<file path="src/rtl/cc_seq_pkg.sv">
// Shared types and helpers for the cc_seq_engine frame-processing core:
// FSM state encoding, derived datapath widths and result saturation.
package cc_seq_pkg;

    typedef enum logic [2:0] {
        IDLE,
        LOAD,
        SORT,
        NORM,
        EQ,
        OUT
    } state_t;

    // Element width after sign/zero extension.
    function automatic int ext_width(input int data_w);
        return data_w + 1;
    endfunction

    // Width of the normalised values cu[].
    function automatic int norm_width(input int data_w);
        return data_w + 3;
    endfunction

    // Width that holds any equation intermediate without overflow.
    function automatic int prod_width(input int data_w);
        return 2 * (data_w + 3) + 1;
    endfunction

    // Clip v to the signed range of a w-bit two's complement value.
    function automatic int sat_clip(input int v, input int w);
        int hi;
        int lo;
        hi = (1 << (w - 1)) - 1;
        lo = -(1 << (w - 1));
        if (v > hi) return hi;
        if (v < lo) return lo;
        return v;
    endfunction

    // True when v lies outside the signed w-bit range.
    function automatic logic sat_hit(input int v, input int w);
        return v != sat_clip(v, w);
    endfunction

endpackage

</file>
<file path="src/rtl/cc_cmp_swap.sv">
// Combinational signed compare-exchange. With asc=1 the smaller value
// leaves on x; with asc=0 the larger one does. Equal values pass straight.
module cc_cmp_swap #(
    parameter int W = 5
) (
    input  logic signed [W-1:0] a,
    input  logic signed [W-1:0] b,
    input  logic                asc,
    output logic signed [W-1:0] x,
    output logic signed [W-1:0] y
);

    logic swap;

    // Swap only on strict inequality so equal keys keep their positions.
    always_comb begin
        swap = asc ? (a > b) : (a < b);
        x    = swap ? b : a;
        y    = swap ? a : b;
    end

endmodule

</file>
<file path="src/rtl/cc_seq_engine.sv">
// cc_seq_engine: loads N elements over valid/ready, sorts them with
// odd-even transposition, normalises them and reduces them to one
// saturated signed result presented on a valid/ready output.
// Optional build macro CC_SAT_FLAG_EN adds the sat_flag output.
module cc_seq_engine
    import cc_seq_pkg::*;
#(
    parameter int N      = 6,
    parameter int DATA_W = 4,
    parameter int OUT_W  = 10
) (
    input  logic                    clk,
    input  logic                    rst,
    input  logic                    in_valid,
    output logic                    in_ready,
    input  logic [DATA_W-1:0]       in_data,
    input  logic [2:0]              opt,
    input  logic                    equ,
    output logic                    out_valid,
    input  logic                    out_ready,
    output logic signed [OUT_W-1:0] out_n
`ifdef CC_SAT_FLAG_EN
    ,
    output logic                    sat_flag
`endif
);

    localparam int EW = ext_width(DATA_W);
    localparam int NW = norm_width(DATA_W);
    localparam int PW = prod_width(DATA_W);
    localparam int CW = $clog2(N + 1);
    localparam logic [CW-1:0] LAST = CW'(N - 1);

    state_t state, state_next;
    logic [CW-1:0] cnt;
    logic [2:0]    opt_q;
    logic          equ_q;
    logic          sgn;
    logic          accept;

    logic signed [EW-1:0] a    [N];
    logic signed [EW-1:0] a_sw [N];
    logic signed [EW-1:0] px   [N/2];
    logic signed [EW-1:0] py   [N/2];
    logic signed [NW-1:0] cu   [N];
    logic signed [NW-1:0] prev;
    logic signed [NW-1:0] cu_val;
    logic signed [PW-1:0] ai_w, a0_w, prev_w, cu_w;
    logic signed [PW-1:0] diff_w, prod_v, res_w;

    function automatic logic signed [EW-1:0] extend(input logic [DATA_W-1:0] d, input logic s);
        return s ? {d[DATA_W-1], d} : {1'b0, d};
    endfunction

    function automatic logic signed [PW-1:0] div3(input logic signed [PW-1:0] v);
        logic signed [PW-1:0] three;
        three = PW'(3);
        return v / three;
    endfunction

    assign accept = in_valid && in_ready;
    assign sgn    = (state == IDLE) ? opt[0] : opt_q[0];

    // Next-state and input-ready decode.
    always_comb begin
        state_next = state;
        in_ready   = 1'b0;
        case (state)
            IDLE: begin
                in_ready = 1'b1;
                if (in_valid) state_next = LOAD;
            end
            LOAD: begin
                in_ready = 1'b1;
                if (in_valid && cnt == LAST) state_next = SORT;
            end
            SORT:    if (cnt == LAST) state_next = NORM;
            NORM:    if (cnt == LAST) state_next = EQ;
            EQ:      state_next = OUT;
            OUT:     if (out_valid && out_ready) state_next = IDLE;
            default: state_next = IDLE;
        endcase
    end

    // Control registers: state, shared step counter, latched mode, output.
    always_ff @(posedge clk or posedge rst) begin
        if (rst) begin
            state     <= IDLE;
            cnt       <= '0;
            opt_q     <= '0;
            equ_q     <= 1'b0;
            out_valid <= 1'b0;
            out_n     <= '0;
`ifdef CC_SAT_FLAG_EN
            sat_flag  <= 1'b0;
`endif
        end else begin
            state     <= state_next;
            out_valid <= (state == OUT) && !(out_valid && out_ready);
            case (state)
                IDLE: if (accept) begin
                    cnt   <= CW'(1);
                    opt_q <= opt;
                    equ_q <= equ;
                end
                LOAD: if (accept) cnt <= (cnt == LAST) ? '0 : cnt + CW'(1);
                SORT, NORM: cnt <= (cnt == LAST) ? '0 : cnt + CW'(1);
                EQ: begin
                    cnt   <= '0;
                    out_n <= OUT_W'(sat_clip(int'(res_w), OUT_W));
`ifdef CC_SAT_FLAG_EN
                    sat_flag <= sat_hit(int'(res_w), OUT_W);
`endif
                end
                default: cnt <= '0;
            endcase
        end
    end

    // Compare-exchange lanes; odd steps shift every lane up by one slot.
    for (genvar k = 0; k < N / 2; k++) begin : g_cs
        logic signed [EW-1:0] sx, sy;
        if (k < N / 2 - 1) begin : g_mid
            assign sx = cnt[0] ? a[2*k+1] : a[2*k];
            assign sy = cnt[0] ? a[2*k+2] : a[2*k+1];
        end else begin : g_last
            assign sx = a[2*k];
            assign sy = a[2*k+1];
        end
        cc_cmp_swap #(.W(EW)) u_cs (
            .a   (sx),
            .b   (sy),
            .asc (opt_q[1]),
            .x   (px[k]),
            .y   (py[k])
        );
    end

    // Route lane results back into the array for the current step parity.
    always_comb begin
        for (int i = 0; i < N; i++) a_sw[i] = a[i];
        if (!cnt[0]) begin
            for (int k = 0; k < N / 2; k++) begin
                a_sw[2*k]   = px[k];
                a_sw[2*k+1] = py[k];
            end
        end else begin
            for (int k = 0; k < N / 2 - 1; k++) begin
                a_sw[2*k+1] = px[k];
                a_sw[2*k+2] = py[k];
            end
        end
    end

    // Normalisation of element cnt: running average or offset from a[0].
    always_comb begin
        ai_w   = PW'(a[cnt]);
        a0_w   = PW'(a[0]);
        prev_w = PW'(prev);
        if (opt_q[2]) cu_w = (cnt == '0) ? ai_w : div3(prev_w + prev_w + ai_w);
        else          cu_w = ai_w - a0_w;
        cu_val = NW'(cu_w);
    end

    // Equation reduction at full precision before saturation.
    always_comb begin
        diff_w = PW'(cu[1]) - PW'(cu[0]);
        prod_v = PW'(cu[N-1]) * diff_w;
        if (equ_q) res_w = (prod_v < 0) ? -prod_v : prod_v;
        else       res_w = div3(PW'(cu[N-3]) + (PW'(cu[N-2]) <<< 2));
    end

    // Element storage, sort steps and normalised values; data needs no reset.
    always_ff @(posedge clk) begin
        if (accept) a[cnt] <= extend(in_data, sgn);
        if (state == SORT) begin
            for (int i = 0; i < N; i++) a[i] <= a_sw[i];
        end
        if (state == NORM) begin
            cu[cnt] <= cu_val;
            prev    <= cu_val;
        end
    end

endmodule
</file>
<file path="config.mk">
export PLATFORM = sky130hd
export DESIGN_NAME = cc_seq_engine
export DESIGN_NICKNAME = d
export VERILOG_FILES = /design/src/rtl/cc_seq_pkg.sv /design/src/rtl/cc_cmp_swap.sv /design/src/rtl/cc_seq_engine.sv
export SDC_FILE = /design/constraint.sdc
export NUM_CORES = 1
export LEC_CHECK = 0
export CORE_ASPECT_RATIO = 0.9
export CORE_MARGIN = 5
export CORE_UTILIZATION = 60
export DETAILED_ROUTE_END_ITERATION = 8
export GPL_TIMING_DRIVEN = 0
export PLACE_DENSITY = 0.76
export SETUP_SLACK_MARGIN = 0.05
export SLEW_MARGIN = 10
export SYNTH_ARGS = -nofsm -noshare
export SYNTH_HDL_FRONTEND = slang
export SYNTH_SLANG_ARGS = --single-unit
</file>
<file path="constraint.sdc">
create_clock -name clk -period 9.23 [get_ports clk]
set_input_delay 0.923 -clock clk [delete_from_list [all_inputs] [get_ports clk]]
set_output_delay 0.923 -clock clk [all_outputs]
set_load 0.05 [all_outputs]
</file>
==> out/qor.csv <==
metric,value,unit
DR iter-0 viols,898,
IO Port Bufs,22,
total CTS buffers,9,
Yosys reg bits,103,
Crit path required time,9290,ps
Final setup viols,0,
# rows,48,
Top Ports,24,
CP top delay family,simple AND/OR/NAND/NOR gates,
cell area after layout,12700,µm²
CP bufs+invs,6,
Cells after Synth,1345,
CTS Sinks,103,
RePlAce Congestion,0.908,
max-slew violation count,0,
Root Buffer,clkbuf_16,
GRT Total Usage,25.9,%
cell accounting for the most synthesized area,edfxtp_1,
final setup TNS,0,ps
RSZ-0062 raised after global routing,no,
via count,10300,
final hold violations,0,
DRT Pass-1 Iters,6,
status,finished clean,
Hold WC Path Type,reg2reg,
asr flop ratio synth,20.4,%
Final HPWL DP,22700,µm
CP endpoint kind,register,
sequential fraction of the synthesis area,25.3,%
nets,1521,
critical path type,reg2reg,
detailed-route DRC error count,0,
startpoint class of the critical path,register,
Netlist cell types,116,
yosys warns,0,
starting density of the core,61.4,%
Slowest Stage Delay on Critical Path,580,ps
WHS,501,ps
CP max stage cell,or4_4,
Placement Cell Area,12400,µm²
Fmax,0.116,GHz
CTS Hold Bufs,0,
htree depth,3,
vias in the first global route,9890,
Clock Latency Late Sink,360,ps
Max-Cap Viols,0,
Rel. slew slack,27.5,%
gr ovfl total,0,
mapped cell area,11800,µm²
largest net degree at the start of global routing,22,
clock slew at reported path FFs,70,ps
"Top FF cell, synth",edfxtp_1,
worst-path maximum fanout,10,
Tmin final,8600,ps
Clock Skew,18.1,ps
# diodes,0,
wire per inst,17.6,µm
"EDFF count, synth",82,
Area contributors post-synth,"edfxtp_1 21%, ha_1 8.7%, fa_1 8.1%",
Final period util,93.1,%
Syn Area/Cell,8.80,µm²
Max Root-Sink Buffers,2,
syn nets,1487,
post-route ant nets,0,
initial antenna violation count,1,
share of the synthesized area in the top cell type,20.8,%
WL final,28700,µm
area grow syn2layout,7.74,%
first-pass GRT wire length,48200,µm
Worst-Margin Slew,1080,ps
crit path DAT,8660,ps
Die Span X,158,µm
Die Ht,143,µm
Die ar.,22600,µm²
share of cells above drive strength 1,9.03,%
Vias per Instance,6.31,
Core Box Area,19300,µm²
TritonCTS clock tree,done,
## final cells by class
type                    instances  area (µm²)
well taps                     250         313
clock buffers                   9         225
flip-flops and latches        103        2990
inverters                      98         369
clock inverters                 7        78.8
repair buffers                 23         240
plain buffers                  58         282
fillers                      1605        6530
multi-input cells            1086        8250
## worst min-delay path: stages, from the launching register on
cell,delay [ps]
dfrtp_1,360
nand2_1,50
o21ai_0,60
## per-layer routing
metal | wire [µm] | vias to the layer above | global-route usage [%]
li1 | - | 4998 | -
met1 | 12500 | 4919 | 35.5
met2 | 13900 | 357 | 43.9
met3 | 1840 | 40 | 3.58
met4 | 426 | 2 | 5.88
met5 | 11 | - | 0
## cells in the final DEF, fill, tap and decap left out, types with 10 or more instances in the layout
cell / n
nand2_1: 141
nor2_1: 111
o21ai_0: 104
inv_1: 96
ha_1: 82
edfxtp_1: 82
a21oi_1: 64
fa_1: 48
xnor2_1: 39
clkbuf_1: 37
nand3_1: 35
mux2i_1: 32
nor3_1: 31
and2_1: 26
nor2b_1: 23
o211ai_1: 22
clkdlybuf4s50_1: 22
dfrtp_1: 21
nand2b_1: 17
a211oi_1: 17
xor2_1: 15
a31oi_1: 14
mux2_2: 13
or3_1: 12
nor4_1: 12
a21o_1: 10
o21a_1: 10
and3_1: 10
## stage by stage
stage	instances	util (%)	setup slack [ps]
after floorplan	1345	-	1400
after global placement	1617	64.1	-403
after detailed placement	1617	64.2	-445
after CTS	1633	65.8	64.2
after global routing	1634	66.1	102
final	1634	66.1	634
## state kept, by name (all words and copies together) (netlist names)
| name | count |
|---|---|
| a | 40 |
| cu | 35 |
| out_n | 10 |
| prev | 7 |
| cnt | 3 |
| opt_q | 3 |
| state | 3 |
| equ_q | 1 |
| out_valid | 1 |
## final timing paths
check                           slack [ps]        end      from  cells past startpoint
worst max register to register         630   cu[1][2]    cnt[0]                     34
worst min-delay path                   500   out_n[6]  out_n[6]                      2
worst max-delay path                   630   cu[1][2]    cnt[0]                     34
min in group asynchronous             1070   out_n[1]       rst                      2
worst min register to register         500   out_n[6]  out_n[6]                      2
max in group asynchronous             7590  out_valid       rst                      2
## cells in the mapped netlist (6+ instances only)
| cell | number |
|---|---|
| dfrtp_1 | 21 |
| or2_2 | 8 |
| fa_1 | 48 |
| nor2b_1 | 23 |
| o21ai_0 | 106 |
| buf_6 | 6 |
| a211oi_1 | 18 |
| mux2_2 | 13 |
| o31ai_1 | 9 |
| nor3_1 | 32 |
| nor4_1 | 12 |
| xor2_1 | 15 |
| clkbuf_1 | 39 |
| inv_1 | 96 |
| a21o_1 | 10 |
| o211a_1 | 6 |
| and2_1 | 26 |
| nand3_1 | 35 |
| mux2i_1 | 32 |
| buf_2 | 6 |
| o22ai_1 | 7 |
| nor2_1 | 111 |
| and3_1 | 10 |
| o211ai_1 | 22 |
| a31oi_1 | 14 |
| o21a_1 | 10 |
| nand2_1 | 141 |
| mux4_2 | 6 |
| xnor2_1 | 40 |
| ha_1 | 82 |
| nand2b_1 | 17 |
| a21oi_1 | 65 |
| edfxtp_1 | 82 |
| or3_1 | 12 |
## timing repair
| item | 4_1_cts | 5_1_grt |
|---|---|---|
| setup buffers | 0 | 1 |
| pin swaps | 0 | 1 |
| endpoints found under the setup margin | 6 | 41 |
| resized for setup | 2 | 13 |
## kinds of logic (layout without fill, tap and decap cells)
| family | Yosys count | in the layout | synth area share, % |
|---|---|---|---|
| compound gates | 373 | 373 | 22.6 |
| xor+xnor | 57 | 57 | 4.44 |
| buf+inv | 156 | 195 | 5.47 |
| mux | 53 | 53 | 5.39 |
| fa+ha+maj | 130 | 130 | 16.8 |
| flops | 103 | 103 | 25.3 |
| simple gates | 473 | 473 | 20.0 |
Power is not shown: default switching activity piles up to over one toggle a cycle in this logic, so the estimate is an artifact.
